$ cat src/rtl/ring_osc_meter_if.sv
// Readout-side bundle of the ring-oscillator meter: measurement requests in, results out.
// master = readout logic, slave = meter.
interface ring_osc_meter_if #(
  parameter int unsigned CH_W  = 2,
  parameter int unsigned CNT_W = 16
);
  logic             start;
  logic [CH_W-1:0]  ch_sel;
  logic             sweep;
  logic             busy;
  logic [CNT_W-1:0] count;
  logic [CH_W-1:0]  count_ch;
  logic             count_valid;
  logic             overflow;
  logic             sweep_done;

  modport master (
    output start, ch_sel, sweep,
    input  busy, count, count_ch, count_valid, overflow, sweep_done
  );

  modport slave (
    input  start, ch_sel, sweep,
    output busy, count, count_ch, count_valid, overflow, sweep_done
  );
endinterface

$ cat src/rtl/ring_osc_meter.sv
// Multi-channel ring-oscillator enable and gated edge-count frequency meter.
// Optional back-to-back sweep of all channels when RINGOSC_METER_SWEEP_EN is defined.
module ring_osc_meter #(
  parameter int unsigned NUM_CH        = 4,
  parameter int unsigned CH_W          = 2,
  parameter int unsigned CNT_W         = 16,
  parameter int unsigned GATE_LOG2     = 10,
  parameter int unsigned SETTLE_CYCLES = 16,
  parameter int unsigned SYNC_STAGES   = 2
) (
  input  logic                    clk,
  input  logic                    rst_n,
  ring_osc_meter_if.slave         bus,
  output logic [NUM_CH-1:0]       osc_ena,
  input  logic [NUM_CH-1:0]       osc_in
);

  localparam int unsigned WIN_W = GATE_LOG2 + 1;
  localparam int unsigned SET_W = $clog2(SETTLE_CYCLES + 1);
  localparam logic [WIN_W-1:0] WinLast = WIN_W'(2 ** GATE_LOG2 - 1);
  localparam logic [SET_W-1:0] SetLast = SET_W'(SETTLE_CYCLES - 1);
  localparam logic [CH_W-1:0]  ChLast  = CH_W'(NUM_CH - 1);

  typedef enum logic [1:0] {StIdle, StSettle, StGate, StDone} state_e;

  state_e             state_q, state_d;
  logic [CH_W-1:0]    ch_q, ch_d;
  logic [SET_W-1:0]   set_q, set_d;
  logic [WIN_W-1:0]   win_q, win_d;
  logic [CNT_W-1:0]   cnt_q, cnt_d;
  logic               sat_q, sat_d;
  logic [SYNC_STAGES-1:0] sync_q;
  logic               edge_q;
  logic               osc_sel;
  logic               edge_det;
  logic               ch_ok;
  logic [CNT_W-1:0]   count_q;
  logic [CH_W-1:0]    count_ch_q;
  logic               overflow_q;

`ifdef RINGOSC_METER_SWEEP_EN
  logic               sweep_q, sweep_d;
`else
  logic               unused_sweep;
  assign unused_sweep = bus.sweep;
`endif

  assign ch_ok = 32'(bus.ch_sel) < NUM_CH;

  always_comb begin
    osc_sel = 1'b0;
    for (int unsigned i = 0; i < NUM_CH; i++) begin
      if (32'(ch_q) == i) osc_sel = osc_in[i];
    end
  end

  // The ring output is asynchronous; only the last synchroniser stage feeds edge detection.
  always_ff @(posedge clk or negedge rst_n) begin
    if (!rst_n) begin
      sync_q <= '0;
      edge_q <= 1'b0;
    end else begin
      sync_q <= {sync_q[SYNC_STAGES-2:0], osc_sel};
      edge_q <= sync_q[SYNC_STAGES-1];
    end
  end

  assign edge_det = sync_q[SYNC_STAGES-1] & ~edge_q;

  always_comb begin
    state_d = state_q;
    ch_d    = ch_q;
    set_d   = set_q;
    win_d   = win_q;
    cnt_d   = cnt_q;
    sat_d   = sat_q;
`ifdef RINGOSC_METER_SWEEP_EN
    sweep_d = sweep_q;
`endif
    unique case (state_q)
      StIdle: begin
`ifdef RINGOSC_METER_SWEEP_EN
        if (bus.sweep) begin
          ch_d    = '0;
          sweep_d = 1'b1;
          set_d   = '0;
          state_d = StSettle;
        end else if (bus.start && ch_ok) begin
          ch_d    = bus.ch_sel;
          set_d   = '0;
          state_d = StSettle;
        end
`else
        if (bus.start && ch_ok) begin
          ch_d    = bus.ch_sel;
          set_d   = '0;
          state_d = StSettle;
        end
`endif
      end
      StSettle: begin
        cnt_d = '0;
        sat_d = 1'b0;
        win_d = '0;
        if (set_q == SetLast) state_d = StGate;
        else                  set_d   = set_q + SET_W'(1);
      end
      StGate: begin
        // Saturate at all-ones; any further edge marks the result as overflowed.
        if (edge_det) begin
          if (&cnt_q) sat_d = 1'b1;
          else        cnt_d = cnt_q + CNT_W'(1);
        end
        if (win_q == WinLast) state_d = StDone;
        else                  win_d   = win_q + WIN_W'(1);
      end
      StDone: begin
        state_d = StIdle;
`ifdef RINGOSC_METER_SWEEP_EN
        if (sweep_q) begin
          if (ch_q == ChLast) begin
            sweep_d = 1'b0;
          end else begin
            ch_d    = ch_q + CH_W'(1);
            set_d   = '0;
            state_d = StSettle;
          end
        end
`endif
      end
      default: state_d = StIdle;
    endcase
  end

  always_ff @(posedge clk or negedge rst_n) begin
    if (!rst_n) begin
      state_q    <= StIdle;
      ch_q       <= '0;
      set_q      <= '0;
      win_q      <= '0;
      cnt_q      <= '0;
      sat_q      <= 1'b0;
      count_q    <= '0;
      count_ch_q <= '0;
      overflow_q <= 1'b0;
    end else begin
      state_q <= state_d;
      ch_q    <= ch_d;
      set_q   <= set_d;
      win_q   <= win_d;
      cnt_q   <= cnt_d;
      sat_q   <= sat_d;
      // Result is loaded on entry to DONE so it is visible alongside count_valid.
      if (state_q == StGate && state_d == StDone) begin
        count_q    <= cnt_d;
        count_ch_q <= ch_q;
        overflow_q <= sat_d;
      end
    end
  end

`ifdef RINGOSC_METER_SWEEP_EN
  always_ff @(posedge clk or negedge rst_n) begin
    if (!rst_n) sweep_q <= 1'b0;
    else        sweep_q <= sweep_d;
  end

  assign bus.sweep_done = (state_q == StDone) && sweep_q && (ch_q == ChLast);
`else
  assign bus.sweep_done = 1'b0;
`endif

  // Decoded from reset-cleared state so reset drops the enable asynchronously.
  always_comb begin
    osc_ena = '0;
    if (state_q == StSettle || state_q == StGate) begin
      for (int unsigned i = 0; i < NUM_CH; i++) begin
        osc_ena[i] = (32'(ch_q) == i);
      end
    end
  end

  assign bus.busy        = (state_q != StIdle);
  assign bus.count_valid = (state_q == StDone);
  assign bus.count       = count_q;
  assign bus.count_ch    = count_ch_q;
  assign bus.overflow    = overflow_q;

endmodule

$ cat src/flat_wrapper.sv
// flat-port wrapper written by rule: the top's interface ports become plain ports
module ring_osc_meter_flat 
#(
  parameter int unsigned NUM_CH        = 4,
  parameter int unsigned CH_W          = 2,
  parameter int unsigned CNT_W         = 16,
  parameter int unsigned GATE_LOG2     = 10,
  parameter int unsigned SETTLE_CYCLES = 16,
  parameter int unsigned SYNC_STAGES   = 2
)
  (clk, rst_n, osc_ena, osc_in, bus_start, bus_ch_sel, bus_sweep, bus_busy, bus_count, bus_count_ch, bus_count_valid, bus_overflow, bus_sweep_done);
  ring_osc_meter_if #(.CH_W(CH_W), .CNT_W(CNT_W)) bus_i ();
  input  logic clk;
  input  logic rst_n;
  output logic [NUM_CH-1:0] osc_ena;
  input  logic [NUM_CH-1:0] osc_in;
  input wire logic [$bits(bus_i.start)-1:0] bus_start;
  input wire logic [$bits(bus_i.ch_sel)-1:0] bus_ch_sel;
  input wire logic [$bits(bus_i.sweep)-1:0] bus_sweep;
  output wire logic [$bits(bus_i.busy)-1:0] bus_busy;
  output wire logic [$bits(bus_i.count)-1:0] bus_count;
  output wire logic [$bits(bus_i.count_ch)-1:0] bus_count_ch;
  output wire logic [$bits(bus_i.count_valid)-1:0] bus_count_valid;
  output wire logic [$bits(bus_i.overflow)-1:0] bus_overflow;
  output wire logic [$bits(bus_i.sweep_done)-1:0] bus_sweep_done;
  assign bus_i.start = bus_start;
  assign bus_i.ch_sel = bus_ch_sel;
  assign bus_i.sweep = bus_sweep;
  assign bus_busy = bus_i.busy;
  assign bus_count = bus_i.count;
  assign bus_count_ch = bus_i.count_ch;
  assign bus_count_valid = bus_i.count_valid;
  assign bus_overflow = bus_i.overflow;
  assign bus_sweep_done = bus_i.sweep_done;
  ring_osc_meter #(.NUM_CH(NUM_CH), .CH_W(CH_W), .CNT_W(CNT_W), .GATE_LOG2(GATE_LOG2), .SETTLE_CYCLES(SETTLE_CYCLES), .SYNC_STAGES(SYNC_STAGES)) u_core (.clk(clk), .rst_n(rst_n), .bus(bus_i), .osc_ena(osc_ena), .osc_in(osc_in));
endmodule
$ cat config.mk
export PLATFORM = sky130hd
export DESIGN_NAME = ring_osc_meter_flat
export DESIGN_NICKNAME = d
export VERILOG_FILES = /design/src/rtl/ring_osc_meter_if.sv /design/src/rtl/ring_osc_meter.sv /design/src/flat_wrapper.sv
export SDC_FILE = /design/constraint.sdc
export NUM_CORES = 1
export LEC_CHECK = 0
export ABC_AREA = 1
export ABC_CLOCK_PERIOD_IN_PS = 2500
export CAP_MARGIN = 20
export CORE_ASPECT_RATIO = 0.5
export CORE_UTILIZATION = 58
export CTS_BUF_LIST = sky130_fd_sc_hd__clkbuf_4 sky130_fd_sc_hd__clkbuf_8
export DETAILED_ROUTE_END_ITERATION = 8
export PLACE_DENSITY = 0.9
export SKIP_LAST_GASP = 1
export SLEW_MARGIN = 5
export SYNTH_ARGS = -nofsm -noshare
export SYNTH_HDL_FRONTEND = slang
export SYNTH_SLANG_ARGS = --single-unit
$ cat constraint.sdc
create_clock -name clk -period 2.5 [get_ports clk]
set_clock_uncertainty 0.1 [all_clocks]
set_input_delay 0.5 -clock clk [delete_from_list [all_inputs] [get_ports clk]]
set_output_delay 0.5 -clock clk [all_outputs]
set_load 0.02 [all_outputs]
==> flow_metrics.tcl, run 1 <==
set metrics [dict create \
    ant_nets 0 \
    drv_slew 0 \
    async_reset_ff_share_pct 100 \
    crit_required_ps 1900 \
    netlist_instances 420 \
    grt-busiest-layer "met2" \
    synth_most_common_cell "nand2_1" \
    pwr-share-comb_pct 29.4 \
    synth_top_area_share_pct 46.0 \
    cts_tree "done" \
    maxCapViolCount 0 \
    row_count 18 \
    period_minus_slack_ps 2380 \
    grt_pass1_wl_um 11600 \
    core_um2 5110 \
    overflow 0 \
    setup_ws_ps 121 \
    via_per_inst 5.30 \
    drive_above_1_share_pct 10.2 \
    syn_area_per_cell_um2 7.64 \
    synth_area_um2 3210 \
    dieArea_um2 5850 \
    initial_core_util_pct 62.7 \
    status "complete, no violations" \
    crit-reg2reg-launch "u_core.state_q[0]" \
    p_clk_share_pct 31.0 \
    vias 2857 \
    grtUsageMet3_pct 7.14 \
    power.internal_mw 1.83 \
    p_leak_nw 1.93 \
    antennaDiodeCount 0 \
    pwr-share-seq_pct 39.6 \
    final-hold-violation-count 0 \
    hold_class "reg -> reg" \
    setup_tns_ps 0 \
    post-cts-setup-buffer-count 0 \
    hpwl_um 4870 \
    irDropWorstVdd_uv 460 \
    endpoint_kind "output pin" \
    drc 0 \
    ys_seq_elements 59 \
    synth_cell_types 34 \
    place_worst_setup_slack_ps 154 \
    cp.arrival_ps 1780 \
    yosysWarnings 0 \
    path_clk_slew_ps 70 \
    gp_congestion 0.954 \
    cts.sinks 59 \
    power.density_nw_per_um2 742 \
    synth_fp_nets 438 \
    power_mw 2.84 \
    antenna_found_initial 0 \
    cp-start-kind "register" \
    gr-usage-met2_pct 46.9 \
    grt_max_degree 27 \
    cp_max_fo 7 \
    wl_um 6810 \
    setup_viol 0 \
    grtUsageMet1_pct 32.3 \
    yosysSeqAreaShare_pct 46.0 \
    final_cells 539 \
    num_io_pins 36 \
    cts-root-buf "clkbuf_8" \
    ys_top_cells_by_area "dfrtp_1 (46%), nand2_1 (14%), inv_1 (6.3%)" \
    grt_usage_pct 26.7 \
    final.period_utilization_pct 95.2 \
    io_buffers 33 \
    synth-edff-count 0 \
    grt_pass1_vias 2666 \
    drt_first_iter_violations 200 \
    dr.pass1.iters 5 \
    p_sw_mw 1.01 \
    synth_flop_cell "dfrtp_1" \
    clkLatencyLatePin_ps 340 \
    fmax_ghz 0.420 \
    final_net_count 483 \
    numCtsBuffers 9 \
    clockBufferDepth 2 \
    dp_cells 523 \
    critPathKind "reg -> out" \
    wl_per_cell_um 12.6 \
    ctsHtreeMaxLevel 3 \
    swShare_pct 35.6 \
    grt_setup_unrepaired "false" \
    post-route-util_pct 74.9 \
    fp.dieH_um 54.6 \
    crit_start "u_core.state_q[0]" \
    min_from "u_core.sync_q[0]" \
    synth_common_cells "nand2_1 (121), dfrtp_1 (59), inv_1 (54)" \
    yosysTopAreaCell "dfrtp_1" \
    die_w_um 107 \
    areaGrowthSynthToFinish_pct 19.4 \
]
-- path summary, 6_finish.rpt --
kind / end / slack, ps / cells after the start
setup / recovery: bus_busy / 120 / 4
min in group asynchronous: u_core.win_q[3] / 540 / 2
setup reg to reg: u_core.bus.count[1] / 320 / 10
hold reg to reg: u_core.sync_q[1] / 250 / 0
hold / removal: u_core.sync_q[1] / 250 / 0
max in group asynchronous: u_core.bus.count[14] / 1090 / 3
-- layer usage --
layer / vias to the layer above / part of all wire [%]
li1: 1437 / -
met4: 0 / 1.4
met2: 97 / 47
met3: 16 / 5.7
met5: - / 0
met1: 1307 / 46
-- critical path: stages, from the launching register on --
cell and delay, ps:
dfrtp_1 390, inv_1 80, ha_1 280, inv_1 90
clkdlybuf4s50_1 600
-- layout by cell type, fill, tap and decap left out, types with 4 or more instances in the layout --
master             n
xor2_1             5
nand2_2            6
nand3_1           38
buf_4             10
and3_1             4
o21ai_1            4
ha_1               8
o21ai_0           19
a21oi_1            6
clkbuf_8          11
nand2_1          121
nand4_1           20
clkdlybuf4s50_1   28
nor3_1             8
inv_1             54
nor2_1            33
dfrtp_1           59
-- power by group through the flow --
stage          combinational (mW)  sequential, mW  clock (mW)
2_1_floorplan               0.577            1.12           0
3_3_place_gp                0.823            1.14           0
3_5_place_dp                0.854            1.14           0
4_1_cts                     0.839            1.13       0.895
5_1_grt                     0.935            1.14       0.940
6_report                    0.834            1.13       0.880
-- flip-flops by register name (all words and copies together), names as in the netlist --
| name | flops |
|---|---|
| u_core.cnt_q | 16 |
| u_core.sat_q | 1 |
| u_core.sync_q | 2 |
| u_core.set_q | 5 |
| u_core.bus.count | 16 |
| u_core.win_q | 11 |
| u_core.bus.count_ch | 2 |
| u_core.bus.overflow | 1 |
| u_core.state_q | 2 |
| u_core.edge_q | 1 |
| u_core.ch_q | 2 |
-- cell type report --
type	count	area [µm²]
multi-input combinational	294	1450
clock inverter	4	50.0
inverter	57	214
sequential	59	1480
clock buffer	11	151
timing repair buffer	44	395
fill	356	1280
tap	70	87.6
-- per-stage QoR --
step                      area (µm²)  hold slack [ps]
after floorplan                 3210              104
after global placement          3630              233
after detailed placement        3630              236
after CTS                       3840              252
after global routing            3830              262
final                           3830              250
-- logic make-up (layout without fill, tap and decap cells) --
family          after synthesis  after routing  share of synthesized area [%]
xor+xnor                      6              6                           1.64
fa+ha+maj                     8              8                           3.12
other cells                   1              1                          0.117
flops                        59             59                           46.0
buf+inv                      67            116                           8.62
mux                           1              1                          0.312
compound gates               35             35                           6.16
simple gates                243            243                           34.0
-- repair_timing --
item	4_1_cts	5_1_grt
hold buffers	1	0
endpoints found under the setup margin	4	4
gates resized for setup	4	10
endpoints found under the hold margin	12	0
Power figures use the tool's default switching activity.
==> run 2: changes to the inputs <==
--- a/config.mk
+++ b/config.mk
@@ -9,10 +9,11 @@
 export ABC_CLOCK_PERIOD_IN_PS = 2500
 export CAP_MARGIN = 20
 export CORE_ASPECT_RATIO = 0.5
-export CORE_UTILIZATION = 58
+export CORE_UTILIZATION = 60
 export CTS_BUF_LIST = sky130_fd_sc_hd__clkbuf_4 sky130_fd_sc_hd__clkbuf_8
 export DETAILED_ROUTE_END_ITERATION = 8
-export PLACE_DENSITY = 0.9
+export DONT_BUFFER_PORTS = 1
+export PLACE_DENSITY = 0.84
 export SKIP_LAST_GASP = 1
 export SLEW_MARGIN = 5
 export SYNTH_ARGS = -nofsm -noshare
==> run 2 against run 1 <==
Effect of this change: cell count is 6.3% lower; critical path type unchanged; via count fell by 1.7%; design area fell by 7.5%; critical path depth increased by 1; routed wire length increased by 3.7%; total power is 0.15% lower; worst setup slack worse by 37 ps; core utilization down 4.4 points.
==> flow_metrics.tcl, run 2 (same netlist as run 1, synthesis figures left out) <==
set metrics [dict create \
    cts_tree "done" \
    final_common_cell "nand2_1" \
    cp_slowest_cell "dfrtp_1" \
    crit_required_ps 1900 \
    hold_ws_ps 188 \
    cpPeakStageDelay_ps 400 \
    ant_nets 0 \
    ctsHtreeMaxLevel 3 \
    critPathKind "reg -> out" \
    power_mw 2.84 \
    drv_slew 0 \
    via_per_inst 5.56 \
    clkLatencyLatePin_ps 340 \
    hold_class "in -> reg" \
    dieArea_um2 5660 \
    gp_congestion 0.877 \
    grt_usage_pct 26.8 \
    clockBufferDepth 2 \
    hpwl_um 4880 \
    path_clk_slew_ps 60 \
    setup_tns_ps 0 \
    final.period_utilization_pct 96.6 \
    crit_top_cell "inv_1" \
    fmax_ghz 0.414 \
    period_minus_slack_ps 2420 \
    areaGrowthSynthToFinish_pct 10.4 \
    dr.pass1.iters 5 \
    wl_um 7070 \
    die_w_um 105 \
    cpLargestDelayFamily "buffers and inverters" \
    maxCapViolCount 0 \
    final-hold-violation-count 0 \
    grt_pass1_vias 2685 \
    cp.buffers_inverters 3 \
    cp.arrival_ps 1820 \
    fp.dieH_um 53.7 \
    mostFrequentLayoutCells "nand2_1 (121), dfrtp_1 (59), inv_1 (54)" \
    power.density_nw_per_um2 801 \
    cts-root-buf "clkbuf_8" \
    cp_max_fo 12 \
    overflow 0 \
    num_io_pins 36 \
    cp-start-kind "register" \
    path_cells "inv_1 > ha_1 > inv_1 > nor3_1 > buf_4" \
    drc 0 \
    core_um2 5020 \
    io_buffers 0 \
    antenna_found_initial 0 \
    row_count 18 \
    numCtsBuffers 9 \
    drive_above_1_share_pct 9.89 \
    post-cts-setup-buffer-count 0 \
    grt_setup_unrepaired "false" \
    antennaDiodeCount 0 \
    vias 2809 \
    grt_pass1_wl_um 11500 \
    drt_first_iter_violations 180 \
    cts.sinks 59 \
    setup_viol 0 \
    wl_per_cell_um 14.0 \
    max_slew_margin_pct 66.9 \
    status "complete, no violations" \
    irDropWorstVdd_uv 407 \
    initial_core_util_pct 63.9 \
    endpoint_kind "output pin" \
    tightestPinTransition_ps 495 \
    grt_max_degree 60 \
    p_leak_nw 1.83 \
    final_net_count 450 \
]
## run 2: per-layer routing
metal / wire length, µm / share of wire [%] / vias to the layer above / track usage (%)
met3: 374 / 5.3 / 20 / 7.87
li1: - / - / 1362 / -
met4: 103 / 1.5 / 0 / 11.3
met2: 3510 / 50 / 85 / 50.0
met1: 3080 / 44 / 1342 / 29.9
met5: 0 / 0 / - / 0
## run 2: final cells by class
type | count | area (µm²)
Inverter | 57 | 216
Clock buffer | 12 | 165
Fill cell | 381 | 1480
Clock inverter | 2 | 35.0
Timing Repair Buffer | 11 | 105
Multi-Input combinational cell | 294 | 1450
Tap cell | 70 | 87.6
Sequential cell | 59 | 1480
## run 2: final timing paths
path                                         from                    to  slack, ps  depth (start not counted)
worst min register to register   u_core.sync_q[0]      u_core.sync_q[1]        260                          0
min in group asynchronous                   rst_n       u_core.win_q[4]        590                          2
max in group asynchronous                   rst_n       u_core.cnt_q[5]       1460                          2
worst max register to register    u_core.set_q[0]  u_core.bus.count[11]        240                         13
worst min-delay path                bus_ch_sel[0]        u_core.ch_q[0]        190                          2
worst max-delay path            u_core.state_q[0]            osc_ena[1]         80                          5
## run 2: metrics by stage
| step | utilization, % | area [µm²] | cells | worst slack (ps) |
|---|---|---|---|---|
| global placement | 65.7 | 3300 | 489 | 331 |
| detailed placement | 65.7 | 3300 | 489 | 195 |
| CTS | 70.4 | 3540 | 505 | 102 |
| finish | 70.5 | 3540 | 505 | 83.9 |
| floorplan | - | 3210 | 420 | 443 |
| global route | 70.5 | 3540 | 505 | 37.4 |
## run 2: what timing repair did
action,in CTS,in global routing
endpoints found under the setup margin,0,2
hold endpoints to repair,59,0
hold buffers,2,0
gates resized for setup,0,2
## run 2: where the power goes
group	switching [mW]	internal, mW	leakage, nW
clock network	0.355	0.529	0.104
logic	0.581	0.237	0.915
registers	0.0819	1.05	0.807
total	1.02	1.82	1.83
==> run 3: changes to the inputs <==
--- a/config.mk
+++ b/config.mk
@@ -13,7 +13,7 @@
 export CTS_BUF_LIST = sky130_fd_sc_hd__clkbuf_4 sky130_fd_sc_hd__clkbuf_8
 export DETAILED_ROUTE_END_ITERATION = 8
 export DONT_BUFFER_PORTS = 1
-export PLACE_DENSITY = 0.84
+export PLACE_DENSITY = 0.76
 export SKIP_LAST_GASP = 1
 export SLEW_MARGIN = 5
 export SYNTH_ARGS = -nofsm -noshare
==> run 3 against run 2 <==
Effect of this change: fmax increased by 6.7%; worst setup slack gained 150 ps; register-to-register slack barely moved; total power fell by 0.40%; clock power fell by 0.7%; first-iteration DRC count decreased by 22%; cell count up 0.79%; sequential power hardly changed; design area rose by 0.42%; combinational power about the same; largest cell class unchanged; largest power group unchanged; highest routed layer unchanged.
==> flow_metrics.tcl, run 3 (same netlist as run 1, synthesis figures left out) <==
set metrics [dict create \
    holdPathStages 2 \
    areaGrowthSynthToFinish_pct 10.8 \
    clkLatencyLatePin_ps 340 \
    crit-reg2reg-launch "u_core.set_q[0]" \
    endpoint_kind "register" \
    rr_worst_depth 9 \
    cts-root-buf "clkbuf_8" \
    fp.dieH_um 53.7 \
    numCtsBuffers 9 \
    gp_congestion 0.885 \
    antenna_found_initial 0 \
    drv_slew 0 \
    clockBufferDepth 2 \
    core_um2 5020 \
    power.density_nw_per_um2 795 \
    grt_max_degree 60 \
    drt_first_iter_violations 140 \
    path_clk_slew_ps 60 \
    max_slew_margin_pct 64.1 \
    cp.arrival_ps 2370 \
    route.met2.wl_um 3190 \
    wl_met1_um 3030 \
    final_net_count 452 \
    cp-start-kind "register" \
    final.period_utilization_pct 90.6 \
    period_minus_slack_ps 2260 \
    final_common_cell "nand2_1" \
    critPathKind "reg -> reg" \
    vias 2735 \
    setup_viol 0 \
    cts_resized 0 \
    grt_setup_unrepaired "false" \
    crit_required_ps 2600 \
    reg2reg_to "u_core.bus.count[0]" \
    hold_end "u_core.ch_q[1]" \
    grt_pass1_vias 2592 \
    grt_pass1_wl_um 11200 \
    via_per_inst 5.37 \
    drc 0 \
    maxCapViolCount 0 \
    overflow 0 \
    irDropWorstVdd_uv 419 \
    status "complete, no violations" \
    hpwl_um 4790 \
    ant_nets 0 \
    dp_cells 491 \
    r2r_setup_slack_ps 240 \
    setup_tns_ps 0 \
    num_io_pins 36 \
    cts_tree "done" \
    final_cells 509 \
    hold_class "in -> reg" \
    die_w_um 105 \
    row_count 18 \
    grt_usage_pct 26.2 \
    min_from "bus_ch_sel[1]" \
    drive_above_1_share_pct 10.7 \
    dieArea_um2 5660 \
    wl_per_cell_um 13.1 \
    dr.max_layer_used "met4" \
    p_leak_nw 1.84 \
    tightestPinTransition_ps 537 \
    antennaDiodeCount 0 \
    io_buffers 0 \
    cts.sinks 59 \
    wl_met3_um 390 \
    final-hold-violation-count 0 \
    dr.pass1.iters 4 \
    cp_max_fo 25 \
    wl_um 6680 \
    mostFrequentLayoutCells "nand2_1 (121), dfrtp_1 (59), inv_1 (54)" \
    ctsHtreeMaxLevel 3 \
    fmax_ghz 0.442 \
    initial_core_util_pct 63.9 \
]
run 3: cell count changes in the layout (fill, tap and decap cells not counted):
cell	delta
clkbuf_4	+4
clkbuf_8	-2
buf_4	+2
inv_4	-1
inv_2	+1
run 3: power breakdown:
part / total (mW) / internal, mW / switching (mW)
Sequential: 1.13 / 1.05 / 0.0784
Clock: 0.878 / 0.531 / 0.347
Combinational: 0.816 / 0.257 / 0.559
run 3: layer usage:
metal,track usage (%),vias to the layer above
li1,-,1376
met1,30.6,1274
met2,47.0,75
met4,8.69,0
met5,0,-
met3,8.84,10
run 3: worst max-delay path, stage by stage (launching register included):
cell     delay (ps)
dfrtp_1         400
ha_1            190
inv_1            50
nor3_1          200
ha_1            230
o21ai_0         100
a21oi_1         270
a21oi_4         100
inv_2           340
o21ai_0         150
run 3: cell type report:
class                      instances  area [µm²]
clock buffer                      14         168
clock inverter                     2        35.0
fill                             390        1470
inverter                          57         214
multi-input combinational        294        1450
sequential                        59        1480
tap                               70        87.6
timing repair buffer              13         120
run 3: metrics by stage:
step	setup WS (ps)	util, %	hold WS [ps]	area, µm²	power, mW
floorplan	443	-	104	3210	1.70
global route	65.6	70.8	180	3550	3.00
finish	235	70.8	197	3550	2.82
detailed placement	247	66.0	106	3310	1.93
global placement	350	66.0	106	3310	1.90
CTS	211	70.8	182	3550	2.84
run 3: worst max-delay path by stage:
| stage | from | end | slack, ps |
|---|---|---|---|
| 5_1_grt | u_core.set_q[0] | u_core.bus.count[0] | 70 |
| 6_report | u_core.set_q[0] | u_core.bus.count[0] | 240 |
| 3_5_place_dp | u_core.set_q[0] | u_core.bus.count[0] | 250 |
| 2_1_floorplan | u_core.state_q[0] | osc_ena[1] | 440 |
| 3_3_place_gp | u_core.set_q[0] | u_core.bus.count[0] | 350 |
| 4_1_cts | u_core.state_q[0] | osc_ena[1] | 210 |
run 3: timing repair:
| action | 4_1_cts | 5_1_grt |
|---|---|---|
| hold endpoints to repair | 59 | 0 |
| hold buffers | 2 | 0 |
| buffers inserted | 0 | 0 |
